## src/rtl/mau_pkg.sv

```systemverilog
// Shared types and lane helpers for the memory access unit: size encodings,
// FSM states and little-endian sub-word merge/extract functions.
package mau_pkg;

    localparam logic [1:0] SZ_BYTE = 2'd0;
    localparam logic [1:0] SZ_HALF = 2'd1;
    localparam logic [1:0] SZ_WORD = 2'd2;

    typedef enum logic [1:0] {
        StIdle,
        StRead,
        StWrite,
        StResp
    } mau_state_e;

    // Replace only the addressed lane of old_word with the low bits of wdata.
    function automatic logic [31:0] lane_merge(input logic [31:0] old_word,
                                               input logic [31:0] wdata,
                                               input logic [1:0]  size,
                                               input logic [1:0]  off);
        logic [31:0] w;
        w = old_word;
        case (size)
            SZ_BYTE: w[{off, 3'b000} +: 8]      = wdata[7:0];
            SZ_HALF: w[{off[1], 4'b0000} +: 16] = wdata[15:0];
            SZ_WORD: w                          = wdata;
            default: w                          = old_word;
        endcase
        return w;
    endfunction

    function automatic logic [31:0] lane_extract(input logic [31:0] word,
                                                 input logic [1:0]  size,
                                                 input logic [1:0]  off,
                                                 input logic        sign);
        logic [7:0]  b;
        logic [15:0] h;
        logic [31:0] r;
        b = word[{off, 3'b000} +: 8];
        h = word[{off[1], 4'b0000} +: 16];
        case (size)
            SZ_BYTE: r = {{24{sign & b[7]}}, b};
            SZ_HALF: r = {{16{sign & h[15]}}, h};
            SZ_WORD: r = word;
            default: r = '0;
        endcase
        return r;
    endfunction

endpackage

```

## src/rtl/mau_lane.sv

```systemverilog
// Combinational lane unit: merges store data into an old word and extracts
// extended load data from a word, both little-endian.
module mau_lane
    import mau_pkg::*;
(
    input  logic [31:0] old_word,
    input  logic [31:0] wdata,
    input  logic [1:0]  size,
    input  logic [1:0]  off,
    input  logic        sign,
    output logic [31:0] merged,
    output logic [31:0] extracted
);

    always_comb begin
        merged    = lane_merge(old_word, wdata, size, off);
        extracted = lane_extract(old_word, size, off, sign);
    end

endmodule

```

## src/rtl/mem_access_unit.sv

```systemverilog
// Multi-cycle load/store initiator for the word-wide data memory. Sub-word
// stores are read-modify-write; one single-cycle response per accepted request.
module mem_access_unit
    import mau_pkg::*;
#(
    parameter logic [31:0] DM_LIMIT = 32'h0000_3000,
    parameter int unsigned CNT_W    = 16
) (
    input  logic             clk,
    input  logic             reset,
    input  logic             req_valid,
    output logic             req_ready,
    input  logic             req_we,
    input  logic [1:0]       req_size,
    input  logic             req_sign,
    input  logic [31:0]      req_addr,
    input  logic [31:0]      req_wdata,
    input  logic [31:0]      req_pc,
    output logic             resp_valid,
    output logic             resp_err,
    output logic [31:0]      resp_rdata,
    output logic [CNT_W-1:0] err_cnt,
    output logic [31:0]      dm_pc,
    output logic             dm_wEn,
    output logic [31:0]      dm_addr,
    output logic [31:0]      dm_dIn,
    input  logic [31:0]      dm_dOut
);

    mau_state_e       state_q, state_d;
    logic             we_q, we_d;
    logic [1:0]       size_q, size_d;
    logic             sign_q, sign_d;
    logic [31:0]      addr_q, addr_d;
    logic [31:0]      wdata_q, wdata_d;
    logic [31:0]      pc_q, pc_d;
    logic             err_q, err_d;
    logic [31:0]      rdata_q, rdata_d;
    logic [31:0]      din_q, din_d;
    logic [CNT_W-1:0] err_cnt_q, err_cnt_d;

    logic             req_err;
    logic [31:0]      lane_merged;
    logic [31:0]      lane_extracted;

    mau_lane u_lane (
        .old_word  (dm_dOut),
        .wdata     (wdata_q),
        .size      (size_q),
        .off       (addr_q[1:0]),
        .sign      (sign_q),
        .merged    (lane_merged),
        .extracted (lane_extracted)
    );

    // Only feeds next-state logic, so no req_* to output combinational path.
    always_comb begin
        req_err = 1'b0;
        if (req_size == 2'd3)                                 req_err = 1'b1;
        if (req_size == SZ_HALF && req_addr[0])               req_err = 1'b1;
        if (req_size == SZ_WORD && req_addr[1:0] != 2'b00)    req_err = 1'b1;
        if (req_addr >= DM_LIMIT)                             req_err = 1'b1;
    end

    always_comb begin
        state_d   = state_q;
        we_d      = we_q;
        size_d    = size_q;
        sign_d    = sign_q;
        addr_d    = addr_q;
        wdata_d   = wdata_q;
        pc_d      = pc_q;
        err_d     = err_q;
        rdata_d   = rdata_q;
        din_d     = din_q;
        err_cnt_d = err_cnt_q;

        unique case (state_q)
            StIdle: begin
                if (req_valid) begin
                    we_d    = req_we;
                    size_d  = req_size;
                    sign_d  = req_sign;
                    addr_d  = req_addr;
                    wdata_d = req_wdata;
                    pc_d    = req_pc;
                    err_d   = req_err;
                    rdata_d = '0;
                    din_d   = '0;
                    if (req_err) begin
                        state_d = StResp;
                    end else if (!req_we) begin
                        state_d = StRead;
                    end else if (req_size == SZ_WORD) begin
                        din_d   = req_wdata;
                        state_d = StWrite;
                    end else begin
                        state_d = StRead;
                    end
                end
            end
            StRead: begin
                if (!we_q) begin
                    rdata_d = lane_extracted;
                    state_d = StResp;
                end else begin
                    din_d   = lane_merged;
                    state_d = StWrite;
                end
            end
            StWrite: begin
                state_d = StResp;
            end
            StResp: begin
                if (err_q && (err_cnt_q != {CNT_W{1'b1}})) begin
                    err_cnt_d = err_cnt_q + CNT_W'(1);
                end
                state_d = StIdle;
            end
            default: state_d = StIdle;
        endcase
    end

    always_ff @(posedge clk or negedge reset) begin
        if (!reset) begin
            state_q   <= StIdle;
            we_q      <= 1'b0;
            size_q    <= SZ_BYTE;
            sign_q    <= 1'b0;
            addr_q    <= '0;
            wdata_q   <= '0;
            pc_q      <= '0;
            err_q     <= 1'b0;
            rdata_q   <= '0;
            din_q     <= '0;
            err_cnt_q <= '0;
        end else begin
            state_q   <= state_d;
            we_q      <= we_d;
            size_q    <= size_d;
            sign_q    <= sign_d;
            addr_q    <= addr_d;
            wdata_q   <= wdata_d;
            pc_q      <= pc_d;
            err_q     <= err_d;
            rdata_q   <= rdata_d;
            din_q     <= din_d;
            err_cnt_q <= err_cnt_d;
        end
    end

    // dm_wEn is decoded from state, so the async reset removes it at once.
    always_comb begin
        req_ready  = (state_q == StIdle);
        resp_valid = (state_q == StResp);
        resp_err   = resp_valid & err_q;
        resp_rdata = resp_valid ? rdata_q : '0;
        dm_wEn     = (state_q == StWrite);
        dm_addr    = {addr_q[31:2], 2'b00};
        dm_dIn     = din_q;
        dm_pc      = pc_q;
        err_cnt    = err_cnt_q;
    end

endmodule
```

## config.mk

```make
export PLATFORM = sky130hd
export DESIGN_NAME = mem_access_unit
export DESIGN_NICKNAME = d
export VERILOG_FILES = /design/src/rtl/mau_pkg.sv /design/src/rtl/mau_lane.sv /design/src/rtl/mem_access_unit.sv
export SDC_FILE = /design/constraint.sdc
export NUM_CORES = 1
export LEC_CHECK = 0
export ABC_CLOCK_PERIOD_IN_PS = 2800
export CAP_MARGIN = 20
export CORE_MARGIN = 1
export CORE_UTILIZATION = 49
export CTS_CLUSTER_SIZE = 12
export DETAILED_ROUTE_END_ITERATION = 12
export PLACE_DENSITY = 0.81
export SLEW_MARGIN = 20
export SYNTH_ARGS = -nofsm -noshare
export SYNTH_HDL_FRONTEND = slang
export SYNTH_HIERARCHICAL = 1
export SYNTH_SLANG_ARGS = --single-unit
```

## constraint.sdc

```tcl
create_clock -name clk -period 2.8 [get_ports clk]
set_clock_uncertainty 0.2 [all_clocks]
set_input_delay 0.84 -clock clk [delete_from_list [all_inputs] [get_ports clk]]
set_output_delay 0.84 -clock clk [all_outputs]
set_load 0.01 [all_outputs]
```

### Yosys cells after proc, flatten, opt, wreduce, memory -nomap -nowiden

Cells that the tools add are included.

| storage, ports and cells | value |
|---|---|
| flip-flop bits (word level) | 183 |
| bits in latches | 0 |
| bits in writable memories | 0 |
| ROM bits | 0 |
| bits of input ports | 135 |
| output and inout port bits | 148 |
| word-level logic and storage cells | 71 |
| memories | 0 |

| cells by class | value |
|---|---|
| add/subtract/negate cells | 3 |
| $mul | 0 |
| divide/modulo/power cells | 0 |
| $lt $le $gt $ge | 1 |
| equal/unequal tests | 12 |
| shifts and indexed selects | 6 |
| muxes and demuxes | 24 |
| bitwise logic cells | 3 |
| reduce and logical (&&, ||, !) cells | 11 |

Operators with widths:

| cell | number |
|---|---|
| 2-to-1 mux 32 bit | 8 |
| one-hot mux 32 bit (3 select lines) | 2 |
| one-hot mux 32 bit (2 select lines) | 2 |
| bitwise mux 32 bit | 2 |
| >= comparator 32 x 14 -> 1 bit (second input constant) | 1 |
| variable shift 16 x 7 -> 32 bit (first input constant) | 1 |
| variable shift 8 x 7 -> 32 bit (first input constant) | 1 |
| indexed part select 16 x 7 -> 32 bit | 1 |
| indexed part select 32 x 6 -> 16 bit | 1 |
| indexed part select 32 x 6 -> 8 bit | 1 |
| indexed part select 8 x 7 -> 32 bit | 1 |
| adder 16 x 1 -> 16 bit (second input constant) | 1 |
| != test 16 bit (second input constant) | 1 |
| negation 5 -> 7 bit | 2 |
| equality test 2 bit (second input constant) | 5 |
| 2-to-1 mux 2 bit | 4 |
| one-hot mux 2 bit (4 select lines) | 1 |
| equality test 2 x 1 -> 1 bit (second input constant) | 3 |
| != test 2 bit (second input constant) | 3 |
| AND reduction 3 bit | 2 |
| 2-to-1 mux 1 bit | 5 |
| zero test 2 bit | 2 |
| AND reduction 2 bit | 2 |
| nonzero test 2 bit | 2 |
| other kinds (2) | 6 |

### Depth between registers and ports, before layout

Gate-level depths: netlist of the first run.

| depth | value |
|---|---|
| depth in word-level cells | 8 |
| mapped depth | 10 |
| gate-level depth less buffers | 7 |

### Hierarchy

Netlist of the first run, hierarchy kept.

Modules (own cells, without submodules):

| module | times used | cells an instance | area each (sq um) | seq. area each (sq um) |
|---|---|---|---|---|
| mem_access_unit | 1 | 643 | 8072.7 | 4579.4 |
| mau_lane | 1 | 271 | 1946.9 | 0.0 |

### Worst setup path before layout of the first run

OpenSTA, ideal clock, no wires.

| timing path | value |
|---|---|
| path kind | in2reg |
| start point | input port req_addr[28] |
| end point | register din_q[10] (netlist: dm_dIn[10]) |
| library setup time | 0.080 ns |
| data arrival time | 2.293 ns |
| required time | 2.520 ns |
| setup slack | 0.227 ns |
| cell stages on the path | 5 |
| buffers on the path | 2 |
| cell sequence | or4_4 > or4_4 > buf_6 > buf_12 > o211ai_2 |

| between the ends | value |
|---|---|
| word-level cells in the longest chain between the ends | 5 |

RTL lines:

| element | line | source |
|---|---|---|
| start, declared | mem_access_unit.sv:16 | `input logic [31:0] req_addr,` |
| >= comparator 32 x 14 -> 1 bit | mem_access_unit.sv:62 | `if (req_addr >= DM_LIMIT) req_err = 1'b1;` |
| 2-to-1 mux 1 bit | mem_access_unit.sv:62 |  |
| 2-to-1 mux 32 bit | mem_access_unit.sv:90 | `if (req_err) begin` |
| 2-to-1 mux 32 bit | mem_access_unit.sv:80 | `if (req_valid) begin` |
| one-hot mux 32 bit (2 select lines) | mem_access_unit.sv:78 | `unique case (state_q)` |
| end signal, assigned | mem_access_unit.sv:147 | `din_q <= din_d;` |
| end, declared | mem_access_unit.sv:39 | `logic [31:0] din_q, din_d;` |

No other way between the ends. The select of a mux whose other input is x is not followed.
A chain may end at the register's enable or synchronous reset.

### Worst setup path in the final report of the first run

| timing path | value |
|---|---|
| start point | register state_q[0] |
| end point | output port resp_err |

| between the ends | value |
|---|---|
| word-level cells in the longest chain between the ends | 2 |

RTL lines:

| element | line | source |
|---|---|---|
| start, declared | mem_access_unit.sv:30 | `mau_state_e state_q, state_d;` |
| start signal, assigned | mem_access_unit.sv:126 | `state_q <= StIdle;` |
| start signal, assigned | mem_access_unit.sv:138 | `state_q <= state_d;` |
| equality test 2 bit | mem_access_unit.sv:155 | `resp_valid = (state_q == StResp);` |
| AND 1 bit | mem_access_unit.sv:156 | `resp_err = resp_valid & err_q;` |
| end, declared | mem_access_unit.sv:20 | `output logic resp_err,` |

No other way between the ends.

==> results.md, run 1 <==
- Total grt overflow: 0
- All-Layer GR Usage: between 20% and 30%
- CP Class: reg2out
- Number of global-route vias before repair: 8427
- Port bufs: 280
- Slowest stage cell, crit path: dfrtp_1
- Slew Viols, Final: 0
- Least-Margin Pin Slew: about 0.76 ns
- Synth Register Bits: 183
- Sw frac: 39.16%
- DR iter-0 viols: 776
- Vias: 8643
- Initial antenna violation count: 1
- Layout cell share with drive strength beyond 1: between 20 and 25%
- FF-to-FF path depth: 9
- Max Cap Viol: 0
- CP startpoint: state_q[0]
- First-pass GRT wire length: roughly 47 mm
- Top fanout value on the critical path: 35
- Most frequent cells in the layout: clkdlybuf4s50_1, dfrtp_1, mux2_2
- Final count of negative-setup-slack endpoints: 0
- CTS tree: yes
- CP peak stage delay: a little under 0.4 ns
- Status: completed
- Pint: between 8 and 9 mW
- Synth warn: 6
- Largest area contributor in the netlist: dfrtp_1
- Post-Synthesis Cells: ~900
- DIE HEIGHT: 145.0 um
- Post-synth EDFFs: 0
- DR pass1 iterations: 7
- Worst Hold Class: in2async
- Minimum clock period: 2.675 ns
- Synth area leaders: dfrtp_1, mux2_2, nand2_1
- Routed vias/inst: 5.932
- Clock Latency Late Sink: 0.43 ns
- Crit path to: resp_err
- Initial Utilization: between 50 and 60%
- # clock sinks: 183
- RR Startpoint: state_q[1]
- Post-route setup slack: 0.1245 ns
- Synth Flop Type: dfrtp_1
- CP Capture Type: output pin
- Gate power share: 51.9%
- Post-Syn Area: between 10000 and 15000 um^2
- Htree depth: 4
- Design area: 13810 um^2
- VDD IR max: around 0.57 mV
- Placed cells: about 1400
- Clock power frac: between 10% and 20%
- DRT antenna net count: 0
- Setup WS pre-CTS: -0.2747 ns
- WL final: 30.08 mm
- Std-Cell Core Area: approximately 20000 um^2
- Non-Filler Instances: 1457
- Pwr Density: ~1100 nW/um^2
- Clock Path Buffers: 2
- Async SR Flop Fraction: 100.0%
- Share of the synthesized area in the top cell type: 45.70%
- Clock transition at path regs: 0.07 ns
- WP data arrival: ~1.6 ns
- P_sw: 5.780 mW
- R2r setup slk: around 0.35 ns
- Netlist cell types: slightly above 60
- DRC viols: 0
- Startpoint class of the critical path: register
- FMAX: between 300 and 400 MHz
- Worst path buffer plus inverter count: 3
- CP required: between 1.5 and 2 ns
- DP HPWL: 22.53 mm
- Crit-path leading delay family: buffers and inverters
- Final nets: 1323
- Final Util: roughly 70%
- Register area share after synthesis: a little under half
- Num rows: 51
- Rel. slew slack: between 40% and 50%
- Cts bufs inserted: 17
- Crit share post-route: between 90% and 100%
- Num ports: 283
- Syn avg cell area: between 10 and 15 um^2
- Placed inst area: approximately 13000 um^2
- Total leakage power: roughly 6.0 nW
- Unrepaired setup endpoints after global routing: no
- Reg power frac: 31.0%
- Commonest non-fill, non-tap cell in the layout: clkdlybuf4s50_1
- Area growth syn-to-layout: 37.84%
- Final hold viol count: 0
- Worst R2R End: dm_dIn[15]
- Critical path cell sequence: ha_2 -> buf_12 -> nand2_2 -> inv_2 -> dlygate4sd2_1
- Crit path depth: 5
- WL/cell: slightly above 20 um
- Power, Total: 14.76 mW
- Overall die width: roughly 140 um
- Die area: between 20000 and 25000 um^2
- GPL Wtd Cong: 0.9917
- Largest net degree at the start of global routing: between 60 and 70
- Root Buffer: clkbuf_16
power by group through the flow:
stage,Clock [mW],Sequential (mW),Combinational [mW]
floorplan,0,4.49,4.76
global placement,0,4.56,7.47
detailed placement,0,4.59,7.61
CTS,2.55,4.55,7.61
global route,2.68,4.69,8.18
finish,2.53,4.58,7.66
worst register-to-register path, stage by stage (launching register included):
cell	delay, ns
dfrtp_1	0.39
buf_4	0.15
inv_1	0.11
ha_1	0.20
buf_4	0.35
mux2i_1	0.23
nor2_4	0.17
buf_12	0.26
nand3_1	0.23
o211ai_2	0.10
cells by family after synthesis:
family | Yosys count | share of synthesized area (%)
AO/OA/AOI/OAI | 191 | 16.72
XOR/XNOR | 14 | 1.224
adder cells (fa/ha/maj) | 10 | 1.249
buffers and inverters | 107 | 6.169
flip-flops | 183 | 45.70
multiplexers | 141 | 15.66
other | 1 | 0.03743
AND/OR/NAND/NOR | 267 | 13.24
worst min-delay path by stage:
stage	cells after the start	end	from
global route	1	dm_dIn[3]	reset
detailed placement	2	dm_dIn[6]	dm_dIn[6]
global placement	1	rdata_q[9]	rdata_q[9]
floorplan	1	rdata_q[24]	rdata_q[24]
finish	1	wdata_q[2]	reset
CTS	1	dm_dIn[1]	reset
per-stage QoR:
step,setup TNS [ns],hold WS [ns]
2_1_floorplan,0,0.2650
4_1_cts,0,0.1975
3_3_place_gp,-7.286,0.2814
6_report,0,0.1849
5_1_grt,0,0.2096
3_5_place_dp,-8.144,0.2836
metal layers:
metal / vias up / global-route usage (%) / share of wire [%]
met5: - / 0 / 0
met4: 0 / 10.53 / 3.1
met3: 72 / 6.730 / 8.3
met2: 418 / 45.07 / 46
met1: 4289 / 39.59 / 43
li1: 3864 / - / -
repair_timing:
item                       in CTS  in global routing
pin swaps                       0                  0
resized for setup              38                  1
buffers inserted                2                  0
hold endpoints to repair        0                  0
cloned                          0                  0
hold buffers                    0                  0
setup endpoints to repair      34                  1
layout make-up:
| cell class | count | area (um^2) |
|---|---|---|
| inverter | 10 | 37.54 |
| clock buffer | 18 | 439.2 |
| clock inverter | 14 | 180.2 |
| multi-input combinational | 625 | 4845 |
| antenna | 1 | 2.502 |
| tap | 265 | 331.6 |
| timing repair buffer | 341 | 3396 |
| fill | 1521 | 5971 |
| sequential | 183 | 4579 |
sequential cells by signal, indices dropped and copies added (netlist names):
register / cells
addr_q: 32
dm_dIn: 32
dm_pc: 32
err_cnt: 16
err_q: 1
rdata_q: 32
sign_q: 1
size_q: 2
state_q: 2
wdata_q: 32
we_q: 1
synthesized netlist by cell type (all sizes together), types with 3 or more instances:
cell / number
dfrtp: 183
mux2: 126
nand2: 105
buf: 65
a22o: 43
nand3: 42
and2: 35
o211ai: 35
clkbuf: 32
nor2: 26
a22oi: 21
o21ai: 20
o221ai: 16
a221o: 15
mux2i: 15
nor2b: 12
a32oi: 10
ha: 10
inv: 10
a21oi: 9
nand4: 9
xnor2: 9
and3: 7
nand2b: 7
a41oi: 5
nor3: 5
xor2: 5
nor4: 4
o22ai: 4
and3b: 3
o32ai: 3
or4: 3
Power figures use the tool's default switching activity.
==> run 2, diff against run 1 <==
--- a/config.mk
+++ b/config.mk
@@ -12,7 +12,8 @@
 export CTS_CLUSTER_SIZE = 12
 export DETAILED_ROUTE_END_ITERATION = 12
 export PLACE_DENSITY = 0.81
-export SLEW_MARGIN = 20
+export RECOVER_POWER = 50
+export SLEW_MARGIN = 0
 export SYNTH_ARGS = -nofsm -noshare
 export SYNTH_HDL_FRONTEND = slang
 export SYNTH_HIERARCHICAL = 1
==> results.md, run 2 (same netlist as run 1, synthesis figures left out) <==
- Routed vias/inst: 5.919 (-0.22%)
- Top fanout value on the critical path: 35 (unchanged)
- Total grt overflow: 0 (unchanged)
- WP data arrival: 1.64 ns (about the same)
- # clock sinks: 183 (unchanged)
- CP Capture Type: output pin
- Layout cell share with drive strength beyond 1: 21.91% (-0.34 points)
- Status: completed
- DR pass1 iterations: 6 (-1)
- DR iter-0 viols: 898 (+16%)
- Worst path buffer plus inverter count: 3 (unchanged)
- Unrepaired setup endpoints after global routing: no
- Std-Cell Core Area: 19780 um^2 (unchanged)
- Max Cap Viol: 0 (unchanged)
- Initial antenna violation count: 1 (unchanged)
- Power, Total: 14.71 mW (-0.34%)
- WL final: 30.11 mm (+0.10%)
- Root Buffer: clkbuf_16
- CTS tree: yes
- Clock Path Buffers: 2 (unchanged)
- Slew Viols, Final: 0 (unchanged)
- Final nets: 1323 (unchanged)
- Crit-path leading delay family: buffers and inverters
- All-Layer GR Usage: 29.03% (unchanged)
- Final count of negative-setup-slack endpoints: 0 (unchanged)
- GPL Wtd Cong: 0.9917 (unchanged)
- Setup WS pre-CTS: -0.2747 ns (unchanged)
- Overall die width: 145.0 um (unchanged)
- First-pass GRT wire length: 47.47 mm (unchanged)
- Startpoint class of the critical path: register
- # fillers: 1539 (+1.2%)
- Slowest stage cell, crit path: dfrtp_1
- Area growth syn-to-layout: 36.81%
- Port bufs: 280 (unchanged)
- WHS: 0.2982 ns (+0.1132 ns)
- Largest net degree at the start of global routing: 65 (unchanged)
- DP HPWL: 22.53 mm (unchanged)
- Minimum clock period: 2.683 ns (+0.007608 ns)
- Crit share post-route: 95.83% (+0.27 points)
- Total leakage power: 5.962 nW (-0.81%)
- Critical path cell sequence: ha_2 -> buf_12 -> nand2_2 -> inv_2 -> dlygate4sd2_1
- Number of global-route vias before repair: 8427 (unchanged)
- Num rows: 51 (unchanged)
- CP Class: reg2out
- Vias: 8624 (-0.22%)
- Clock transition at path regs: 0.07 ns (about the same)
- Least-Margin Pin Slew: 1.462 ns (+0.7042 ns)
- Final hold viol count: 0 (unchanged)
- Setup total negative slack: 0 ns (unchanged)
- Pwr Density: 1073 nW/um^2 (+0.41%)
- Most frequent cells in the layout: clkdlybuf4s50_1, dfrtp_1, mux2_2
- DIE HEIGHT: 145.0 um (unchanged)
- Initial Utilization: 50.65% (unchanged)
- WL/cell: 20.67 um (+0.10%)
- Non-Filler Instances: 1457 (unchanged)
- VDD IR max: 0.5681 mV (-0.17%)
- Commonest non-fill, non-tap cell in the layout: clkdlybuf4s50_1
- Clock Latency Late Sink: 0.43 ns (about the same)
- Design area: 13710 um^2 (-0.74%)
- FMAX: 372.7 MHz (-0.28%)
- Cts bufs inserted: 17 (unchanged)
- Post-route setup slack: 0.1169 ns (-0.007608 ns)
- Placed inst area: 13210 um^2 (unchanged)
- Die area: 21020 um^2 (unchanged)
- CP required: 1.76 ns (about the same)
- R2r setup slk: 0.19 ns (-0.16 ns)
- DRT antenna net count: 0 (unchanged)
- Rel. slew slack: 2.536% (-47 points)
- Htree depth: 4 (unchanged)
- Placed cells: 1422 (unchanged)
- DRC viols: 0 (unchanged)
- Worst Hold Class: reg2reg
- Num ports: 283 (unchanged)
- CP peak stage delay: 0.39 ns (about the same)
- Final Util: 69.30% (-0.52 points)
[run 2: worst register-to-register path: cells and delay by family (launching register included)]
kind / cells / cell delay, ns
fa+ha+maj: 1 / 0.17
buf+inv: 4 / 1.02
flops: 1 / 0.39
mux: 1 / 0.43
simple gates: 1 / 0.27
[run 2: worst paths after layout]
check / start / depth (start not counted) / endpoint
max: state_q[0] / 5 / resp_err
min: err_cnt[8] / 1 / err_cnt[8]
max reg2reg: state_q[0] / 7 / addr_q[30]
min reg2reg: err_cnt[8] / 1 / err_cnt[8]
max in group asynchronous: reset / 2 / addr_q[30]
min in group asynchronous: reset / 1 / wdata_q[2]
[run 2: repair_timing]
item                       in CTS  in global routing
hold buffers                    0                  0
resized for setup              38                  1
setup endpoints to repair      34                  1
pin swaps                       0                  0
buffers inserted                2                  0
gates cloned                    0                  0
[run 2: final cells by class]
cell class / count / area (um^2) / share of cell area, %
inverters: 10 / 37.54 / 0.2738
repair buffers: 341 / 3296 / 24.04
flip-flops and latches: 183 / 4579 / 33.41
clock inverters: 14 / 180.2 / 1.314
well taps: 265 / 331.6 / 2.419
diodes: 1 / 2.502 / 0.01825
multi-input cells: 625 / 4842 / 35.32
clock buffers: 18 / 439.2 / 3.204
[run 2: routing by layer]
metal / wire length (um) / global-route usage [%]
met5: 0 / 0
met4: 963 / 10.53
met3: 2303 / 6.730
met2: 13920 / 45.07
met1: 12920 / 39.59
[run 2: where the power goes]
group | total [mW] | switching (mW) | internal, mW
clock network | 2.52 | 1.14 | 1.38
logic | 7.61 | 3.79 | 3.82
registers | 4.58 | 0.852 | 3.73
